`src/rtl/id_pipe_pkg.sv`:
```
// id_pipe_pkg: rv32i_types package with decode-stage enums, opcodes, control word and immediate helper
package rv32i_types;
  typedef enum logic [2:0] {IMM_NONE, IMM_I, IMM_S, IMM_B, IMM_U, IMM_J} imm_sel_t;
  typedef enum logic [1:0] {EMPTY, FULL, BUBBLE} idstate_t;
  localparam logic [6:0] OP_LUI = 7'b0110111, OP_AUIPC = 7'b0010111, OP_JAL = 7'b1101111,
                         OP_JALR = 7'b1100111, OP_BR = 7'b1100011, OP_LOAD = 7'b0000011,
                         OP_STORE = 7'b0100011, OP_IMM = 7'b0010011, OP_REG = 7'b0110011;
  typedef struct packed {
    logic [6:0] opcode;
    logic [2:0] cmpop;
    logic       cmpmux_sel;
    logic       load_regfile;
    logic       mem_read;
    logic       mem_write;
    logic [3:0] mem_byte_en;
    imm_sel_t   imm_sel;
  } rv32i_control_word;
  function automatic logic [31:0] imm_gen(input logic [31:0] i, input imm_sel_t s);
    return s == IMM_I ? {{20{i[31]}}, i[31:20]} :
           s == IMM_S ? {{20{i[31]}}, i[31:25], i[11:7]} :
           s == IMM_B ? {{19{i[31]}}, i[31], i[7], i[30:25], i[11:8], 1'b0} :
           s == IMM_U ? {i[31:12], 12'h000} :
           s == IMM_J ? {{11{i[31]}}, i[31], i[19:12], i[20], i[30:21], 1'b0} : 32'h0;
  endfunction
endpackage

```
`src/rtl/id_pipe_decode.sv`:
```
// id_pipe_decode: control_rom (opcode to control word) and cmp (branch/set-less-than comparator)
module control_rom
  import rv32i_types::*;
(
  input  logic [6:0]        opcode,
  input  logic [2:0]        funct3,
  output rv32i_control_word ctrl
);
  always_comb begin
    ctrl = '0;
    ctrl.opcode = opcode;
    ctrl.imm_sel = (opcode == OP_LOAD || opcode == OP_IMM || opcode == OP_JALR) ? IMM_I :
                   opcode == OP_STORE ? IMM_S :
                   opcode == OP_BR ? IMM_B :
                   (opcode == OP_LUI || opcode == OP_AUIPC) ? IMM_U :
                   opcode == OP_JAL ? IMM_J : IMM_NONE;
    ctrl.load_regfile = opcode inside {OP_LUI, OP_AUIPC, OP_JAL, OP_JALR, OP_LOAD, OP_IMM, OP_REG};
    ctrl.mem_read = opcode == OP_LOAD;
    ctrl.mem_write = opcode == OP_STORE;
    ctrl.mem_byte_en = !(ctrl.mem_read || ctrl.mem_write) ? 4'b0000 :
                       funct3[1:0] == 2'b00 ? 4'b0001 : funct3[1:0] == 2'b01 ? 4'b0011 : 4'b1111;
    // non-branches compare for slt/sltu: signed less-than unless funct3 selects unsigned
    ctrl.cmpop = opcode == OP_BR ? funct3 : funct3 == 3'b011 ? 3'b110 : 3'b100;
    ctrl.cmpmux_sel = opcode == OP_IMM;
  end
endmodule

module cmp #(parameter int WIDTH = 32) (
  input  logic [2:0]       cmpop,
  input  logic [WIDTH-1:0] a,
  input  logic [WIDTH-1:0] b,
  output logic             br_en
);
  assign br_en = cmpop == 3'b000 ? a == b :
                 cmpop == 3'b001 ? a != b :
                 cmpop == 3'b100 ? $signed(a) < $signed(b) :
                 cmpop == 3'b101 ? $signed(a) >= $signed(b) :
                 cmpop == 3'b110 ? a < b :
                 cmpop == 3'b111 ? a >= b : 1'b0;
endmodule

```
`src/rtl/id_pipe_regfile.sv`:
```
// regfile_param: 2-read/1-write register file, x0 hardwired to 0
// ID_WB_BYPASS_EN: when defined, a same-cycle WB write is forwarded to the read ports
module regfile_param #(
  parameter  int WIDTH = 32,
  parameter  int NREG  = 32,
  localparam int AW    = $clog2(NREG)
) (
  input  logic             clk,
  input  logic             rst,
  input  logic             load,
  input  logic [AW-1:0]    rd,
  input  logic [WIDTH-1:0] data,
  input  logic [AW-1:0]    rs1,
  input  logic [AW-1:0]    rs2,
  output logic [WIDTH-1:0] rs1_data,
  output logic [WIDTH-1:0] rs2_data
);
`ifdef ID_WB_BYPASS_EN
  localparam bit BYPASS = 1'b1;
`else
  localparam bit BYPASS = 1'b0;
`endif
  logic [WIDTH-1:0] regs [NREG];
  logic fwd;
  always_ff @(posedge clk or posedge rst)
    if (rst) regs <= '{default: '0};
    else if (load && rd != '0) regs[rd] <= data;
  // regs[0] is never written, so x0 reads 0 without a separate check
  assign fwd = BYPASS && load && rd != '0;
  assign rs1_data = (fwd && rd == rs1) ? data : regs[rs1];
  assign rs2_data = (fwd && rd == rs2) ? data : regs[rs2];
endmodule

```
`src/rtl/id_pipe.sv`:
```
// id_pipe: RV32I decode stage with load-use bubble insertion, flush and EX handshake
module id_pipe
  import rv32i_types::*;
#(
  parameter  int WIDTH     = 32,
  parameter  int NREG      = 32,
  parameter  int STALL_MAX = 3,
  localparam int AW        = $clog2(NREG),
  localparam int SW        = $clog2(STALL_MAX + 1)
) (
  input  logic              clk,
  input  logic              rst,
  input  logic              if_valid_i,
  input  logic [WIDTH-1:0]  if_instr_i,
  input  logic [WIDTH-1:0]  if_pc_i,
  output logic              if_ready_o,
  input  logic              wb_load_i,
  input  logic [AW-1:0]     wb_rd_i,
  input  logic [WIDTH-1:0]  wb_data_i,
  input  logic              flush_i,
  input  logic              ex_ready_i,
  output logic              ex_valid_o,
  output rv32i_control_word ex_ctrl_o,
  output logic [WIDTH-1:0]  ex_pc_o,
  output logic [WIDTH-1:0]  ex_instr_o,
  output logic [WIDTH-1:0]  ex_rs1_data_o,
  output logic [WIDTH-1:0]  ex_rs2_data_o,
  output logic [WIDTH-1:0]  ex_imm_o,
  output logic [AW-1:0]     ex_rs1_o,
  output logic [AW-1:0]     ex_rs2_o,
  output logic [AW-1:0]     ex_rd_o,
  output logic              ex_br_en_o,
  output logic [SW-1:0]     stall_cnt_o
);
  idstate_t state, state_nxt;
  rv32i_control_word ctrl;
  logic [AW-1:0] rs1, rs2, rd;
  logic [WIDTH-1:0] rs1_data, rs2_data, imm, i_imm;
  logic br_en, hazard, advance, transfer, bubble;
  assign rs1 = AW'(if_instr_i[19:15]);
  assign rs2 = AW'(if_instr_i[24:20]);
  assign rd = AW'(if_instr_i[11:7]);
  assign imm = WIDTH'(signed'(imm_gen(if_instr_i[31:0], ctrl.imm_sel)));
  assign i_imm = WIDTH'(signed'(imm_gen(if_instr_i[31:0], IMM_I)));
  control_rom u_rom (.opcode(if_instr_i[6:0]), .funct3(if_instr_i[14:12]), .ctrl(ctrl));
  regfile_param #(.WIDTH(WIDTH), .NREG(NREG)) u_rf (
    .clk(clk), .rst(rst), .load(wb_load_i), .rd(wb_rd_i), .data(wb_data_i),
    .rs1(rs1), .rs2(rs2), .rs1_data(rs1_data), .rs2_data(rs2_data)
  );
  cmp #(.WIDTH(WIDTH)) u_cmp (
    .cmpop(ctrl.cmpop), .a(rs1_data), .b(ctrl.cmpmux_sel ? i_imm : rs2_data), .br_en(br_en)
  );
  assign hazard = if_valid_i && ex_valid_o && ex_ctrl_o.mem_read && ex_rd_o != '0 &&
                  (ex_rd_o == rs1 || ex_rd_o == rs2);
  assign advance = !ex_valid_o || ex_ready_i;
  assign transfer = if_valid_i && if_ready_o && !flush_i;
  assign bubble = advance && hazard && !flush_i;
  always_ff @(posedge clk or posedge rst)
    if (rst) state <= EMPTY;
    else state <= state_nxt;
  always_comb state_nxt = flush_i ? EMPTY : transfer ? FULL : bubble ? BUBBLE : advance ? EMPTY : state;
  always_comb begin
    ex_valid_o = state != EMPTY;
    if_ready_o = flush_i || (advance && !hazard);
  end
  always_ff @(posedge clk or posedge rst)
    if (rst) begin
      ex_ctrl_o <= '0;
      ex_pc_o <= '0;
      ex_instr_o <= '0;
      ex_rs1_data_o <= '0;
      ex_rs2_data_o <= '0;
      ex_imm_o <= '0;
      ex_rs1_o <= '0;
      ex_rs2_o <= '0;
      ex_rd_o <= '0;
      ex_br_en_o <= 1'b0;
    end else if (transfer) begin
      ex_ctrl_o <= ctrl;
      ex_pc_o <= if_pc_i;
      ex_instr_o <= if_instr_i;
      ex_rs1_data_o <= rs1_data;
      ex_rs2_data_o <= rs2_data;
      ex_imm_o <= imm;
      ex_rs1_o <= rs1;
      ex_rs2_o <= rs2;
      ex_rd_o <= rd;
      ex_br_en_o <= br_en;
    end else if (bubble) ex_ctrl_o <= '0;
  // the transfer out of BUBBLE is the stalled instruction itself, so a dependent-load chain keeps counting
  always_ff @(posedge clk or posedge rst)
    if (rst) stall_cnt_o <= '0;
    else if (flush_i) stall_cnt_o <= '0;
    else if (bubble) stall_cnt_o <= stall_cnt_o == SW'(STALL_MAX) ? stall_cnt_o : stall_cnt_o + 1'b1;
    else if (transfer && state != BUBBLE) stall_cnt_o <= '0;
endmodule

```
`config.mk`:
```
export PLATFORM = sky130hd
export DESIGN_NAME = id_pipe
export DESIGN_NICKNAME = d
export VERILOG_FILES = /design/src/rtl/id_pipe_pkg.sv /design/src/rtl/id_pipe_decode.sv /design/src/rtl/id_pipe_regfile.sv /design/src/rtl/id_pipe.sv
export SDC_FILE = /design/constraint.sdc
export NUM_CORES = 2
export LEC_CHECK = 0
export CORE_MARGIN = 1
export CORE_UTILIZATION = 61
export DETAILED_ROUTE_END_ITERATION = 10
export PLACE_DENSITY = 0.81
export SYNTH_ARGS = -nofsm -noshare
export SYNTH_HDL_FRONTEND = slang
export SYNTH_SLANG_ARGS = --single-unit
```
`constraint.sdc`:
```
create_clock -name clk -period 44.3 [get_ports clk]
set_input_delay 6.645 -clock clk [delete_from_list [all_inputs] [get_ports clk]]
set_output_delay 6.645 -clock clk [all_outputs]
set_load 0.005 [all_outputs]
```
[Word level (Yosys, flattened, before mapping)]
Cells that the tools add are included.
Cells by class
  $lt $le $gt $ge: 8
  shifts and indexed selects: 0
  equal/unequal tests: 28
  divide/modulo/power cells: 0
  $mul: 0
  reductions and logical operators: 32
  multiplexer cells: 41
  bitwise operators: 3
  add/subtract/negate cells: 1
Operators by type and width (number)
  $bwmux W1024: 1
  $mux W32: 11
  $bmux W32 S5: 2
  $demux W32 S5: 1
  $ge A32 B32 Y1: 2
  $lt A32 B32 Y1: 2
  $mux W21: 2
  $eq A32 B32 Y1: 1
  $ne A32 B32 Y1: 1
  $eq A7 B6 Y1 const B: 3
  $eq A7 B7 Y1 const B: 3
  $eq A3 B3 Y1 const B: 6
  $ge A6 B6 Y1 const B: 3
  $mux W2: 9
  $mux W3: 6
  $not A5 Y6: 3
  $eq A7 B5 Y1 const B: 2
  $logic_and A1 B1 Y1: 12
  $mux W4: 3
  $eq A5 B5 Y1: 2
  $reduce_bool A5 Y1: 2
  $eq A3 B2 Y1 const B: 3
  $eq A7 B2 Y1 const B: 1
  $logic_or A1 B1 Y1: 7
  16 further kinds: 25
Storage, ports and cells
  logic and storage cells: 164
  input bits: 107
  bits in read-only memories: 0
  bits in writable memories: 0
  memories kept: 0
  latch bits: 0
  register bits after elaboration: 1225
  output and inout port bits: 201

[Logic depth before layout (Yosys ltp)]
  depth in word-level cells: 14
  depth in mapped cells: 16
  mapped depth without buffers: 13

[Hierarchy]
A second synthesis with hierarchy kept.
Second synthesis, totals
  cell total of the unflattened synthesis: 5399
  area total of the unflattened synthesis: 65145.0 um^2
Modules (own cells, without submodules)
  regfile_param: sequential area each 25624.6 um^2, area each 55944.9 um^2, instances 1, cells an instance 4602
  id_pipe: sequential area each 4654.5 um^2, area each 7971.4 um^2, instances 1, cells an instance 627
  cmp: sequential area each 0.0 um^2, area each 950.9 um^2, instances 1, cells an instance 131
  control_rom: sequential area each 0.0 um^2, area each 277.8 um^2, instances 1, cells an instance 39

[Worst setup path before layout]
OpenSTA, ideal clock, no wires.
  path kind: in2out
  start point: in if_instr_i[20]
  end point: out if_ready_o
  stages on the path: 6
  arrival time: 7.878 ns
  data required time: 37.655 ns
  buffers on the path: 1
  setup slack: 29.777 ns
  cell sequence: buf_2 -> xor2_1 -> nor3_2 -> nand3_1 -> a2111oi_4 -> o21bai_1
On the way
  longest elaborated chain between the ends: 6
Ends and longest elaborated chain
  start, declared: RTL line id_pipe.sv:14  | input logic [WIDTH-1:0] if_instr_i,
  $eq A5 B5 Y1: RTL line id_pipe.sv:54  | (ex_rd_o == rs1 || ex_rd_o == rs2);
  $logic_or A1 B1 Y1: RTL line id_pipe.sv:54
  $logic_and A1 B1 Y1: RTL line id_pipe.sv:53  | assign hazard = if_valid_i && ex_valid_o && ex_ctrl_o.mem_read && ex_rd_o != '0 &&
  $logic_not A1 Y1: RTL line id_pipe.sv:64  | if_ready_o = flush_i || (advance && !hazard);
  $logic_and A1 B1 Y1: RTL line id_pipe.sv:64
  $logic_or A1 B1 Y1: RTL line id_pipe.sv:64
  end, declared: RTL line id_pipe.sv:16  | output logic if_ready_o,
Every way passes these cells.

[Worst setup path in the final report]
  start point: in if_instr_i[22]
  end point: out if_ready_o
The elaborated chain is that of the path after synthesis.

==> metrics.txt <==
Worst IR Drop VDD 43.3 µV; Post-Synth XOR/XNOR Area less than 1%; sequential fraction of design power between 40% and 50%; DRC 0; setup TNS 0 ps; Hold Crit Class flip-flop to flip-flop; crit path cell chain buf_4 -> xor2_1 -> nor3_2 -> nand3_1 -> a2111oi_4 -> o21bai_1 -> clkdlybuf4s50_1; die width 321 µm; fmax around 63 MHz; Syn Inst Count 4139; Die Ht roughly 320 µm; max-cap violations 0; share of layout cells above drive strength 1 a little under half; DR iter-0 viols 3936; Initial Util roughly three fifths; clk buf depth 3; multiplexer share of the synthesized area 42.5%; clock share of power 32.9%; Final Hold Fails 0; YS warnings 0; simple-gate share of the synthesized area 4.00%; Final setup viols 0; Leakage 0.0304 µW; Clock Skews approximately 19 ps; Synth area leaders dfrtp_1 (49%), mux4_2 (23%), mux2_2 (19%); worst min-delay path startpoint u_rf.regs[1006]; pwr dens between 40 and 50 mW/mm²; CTS Buf Count 130; top cell type's share of synthesized area about half; number of buffers and inverters on the critical path 2; CP top delay family buffers and inverters; Sw Pwr approximately 890 µW; post_cts resized 0; routed vias/inst just under 7; Area Growth Syn to Fin 12.8%; status finished clean; worst skew pair latency roughly 740 ps; clk slew on worst S/H paths 60 ps; Synth Area in Compound Gates 1.20%; switch share a little over a quarter; worst setup path class input port to primary output; CTS tree built; delay of the slowest critical-path stage between 700 and 800 ps; EDFF count, synth 0; largest family of logic cells by synthesized area multiplexers; ys flop type dfrtp_1; critical path arrival a little over 9000 ps; CTS Sinks 1209; DP HPWL 100000 µm; global-route wire length before repair about 260000 µm; GP Congestion 0.928; Slowest cell on crit path buf_4; full die area 0.103 mm²; RSZ-0062 raised after global routing no; Worst slew margin 22.2%; Hold Buf Count CTS 0; Required @ worst endpoint about 38000 ps; final clock period utilization by the worst path 36.0%; Via Count 39300; sequential element share of the synthesized area ~49%; Clk Tree Root Cell clkbuf_16; Layout Nets 4352; FF-to-FF Start ex_instr_o[9]; DR WL/cell 30.4 µm; startpoint types input port; combinational cell fraction of total power ~23%; endpoint class of the critical path primary output; antenna violations before repair 4; Yosys reg bits ~1200; # IOs 308; Antenna Violating Nets Remaining 0; setup bufs post-CTS 0; Remaining Overflow, GRT 0; largest net degree at the start of global routing roughly 170; fill count 6456; cell-internal power ~2400 µW; fin. max-slew vios 0; core box area around 0.10 mm²; First-pass DRT Iterations 6; Mean Syn Cell Area 15.0 µm²; crit path from if_instr_i[22]; final wirelength about 170000 µm; WHS 397 ps; Yosys cell types 56; Final min period about 16000 ps; Tightest Pin Transition approximately 1200 ps; synthesized area 0.0623 mm²; critical-path maximum fanout 42; async set-reset flop share out of synthesis 100%; Mapped Nets between 4000 and 5000; input/output buffers around 310; Global Route Usage Sum 34.4%; area leader, netlist dfrtp_1; vias in the first global route about 40000; Post-Synth Adder-Cell Area less than 1%; FP Rows approximately 120; number of H-tree levels 4
==> synth_stat cells, types with 3 or more instances <==
master / count
inv_1: 6
mux4_2: 640
mux2i_1: 12
or4_1: 4
nand3_1: 19
ha_1: 33
dfrtp_1: 1209
buf_4: 16
buf_1: 81
clkbuf_1: 276
mux2_2: 1055
nand3b_1: 6
buf_2: 66
nor2_1: 54
nand2_1: 479
a221oi_1: 6
xor2_1: 6
nand4_1: 11
a21oi_1: 31
o21ai_0: 26
a211oi_1: 3
o31ai_1: 3
nor3_1: 7
and3_1: 4
nand2b_1: 6
o211ai_1: 5
xnor2_1: 5
nor3b_1: 5
o21ai_1: 25
a31oi_1: 7
==> layout make-up <==
| class | instances | area, µm² | share of cell area [%] |
|---|---|---|---|
| Antenna cell | 4 | 10.0 | 0.0142 |
| Timing Repair Buffer | 381 | 3690 | 5.25 |
| Multi-Input combinational cell | 2484 | 30400 | 43.2 |
| Clock buffer | 198 | 3840 | 5.47 |
| Clock inverter | 32 | 372 | 0.529 |
| Tap cell | 1357 | 1700 | 2.42 |
| Inverter | 6 | 30.0 | 0.0427 |
| Sequential cell | 1209 | 30300 | 43.1 |
==> power groups by stage <==
stage,sequential [µW],combinational (µW),clock [µW]
detailed placement,1470,729,0
CTS,1460,734,1090
global placement,1450,710,0
global route,1490,786,1130
finish,1460,736,1080
floorplan,1430,522,0
==> flip-flops by register name (all words and copies together) (netlist names) <==
signal and count:
ex_ctrl_o 20, ex_imm_o 32, stall_cnt_o 2, ex_br_en_o 1, state 2, ex_instr_o 32, ex_rs1_data_o 32, ex_rs2_data_o 32
u_rf.regs 1024, ex_pc_o 32
==> routing by layer <==
layer  share of wire [%]  global-route usage (%)  vias up  routed length (µm)
met5               0.024                       0        -                  41
met4                 5.2                    16.8        6                8950
met3                  10                    9.06      521               17300
met2                  47                    53.2     2056               81000
met1                  38                    45.8    21000               64900
li1                    -                       -    15700                   -
==> cell usage in the layout, fill, tap and decap left out, types with 7 or more instances in the layout <==
master | netlist | routed
a21oi_1 | 31 | 31
a31oi_1 | 7 | 7
buf_4 | 16 | 73
clkbuf_1 | 276 | 38
clkbuf_16 | 0 | 133
clkbuf_8 | 0 | 27
clkdlybuf4s50_1 | 0 | 297
clkinv_2 | 0 | 11
dfrtp_1 | 1209 | 1209
ha_1 | 33 | 33
inv_6 | 0 | 8
mux2_2 | 1055 | 1055
mux2i_1 | 12 | 12
mux4_2 | 640 | 640
nand2_1 | 479 | 464
nand2_2 | 0 | 15
nand3_1 | 19 | 19
nand4_1 | 11 | 11
nor2_1 | 54 | 37
nor2_4 | 0 | 17
nor3_1 | 7 | 7
o21ai_0 | 26 | 26
o21ai_1 | 25 | 25
==> stage by stage <==
step | util (%) | total power (µW) | worst slack [ps] | cell area [µm²] | cells
after CTS | 69.8 | 3280 | 28400 | 70200 | 5667
final | 69.8 | 3280 | 28370 | 70300 | 5671
after floorplan | - | 1960 | 3590 | 62300 | 4139
after global placement | 65.6 | 2160 | 28340 | 66000 | 5437
after global routing | 69.8 | 3410 | 28310 | 70200 | 5668
after detailed placement | 65.6 | 2200 | 28410 | 66000 | 5437
==> logic make-up (layout without fill, tap and decap cells) <==
group	after synthesis	after routing
multiplexers	1709	1709
other	0	4
flip-flops	1209	1209
XOR/XNOR	11	11
AO/OA/AOI/OAI	121	121
adder cells (fa/ha/maj)	33	33
AND/OR/NAND/NOR	610	610
buffers and inverters	446	617
==> path summary, 6_finish.rpt <==
path	end	slack, ps	depth (start not counted)
worst max-delay path	if_ready_o	28370	7
worst min-delay path	u_rf.regs[1006]	400	0
worst max register to register	ex_imm_o[15]	39960	8
worst min register to register	u_rf.regs[1006]	400	0
max in group asynchronous	u_rf.regs[334]	33150	7
min in group asynchronous	ex_ctrl_o[14]	6420	2
==> worst register-to-register path: cells and delay by family (launching register included) <==
family	cells	cell delay, ps
DFF	1	520
AOI/OAI and AO/OA	3	1560
xor gates and xnor gates	1	210
buffers and inverters	1	890
and+or+nand+nor	3	1060
Power figures use the tool's default switching activity.
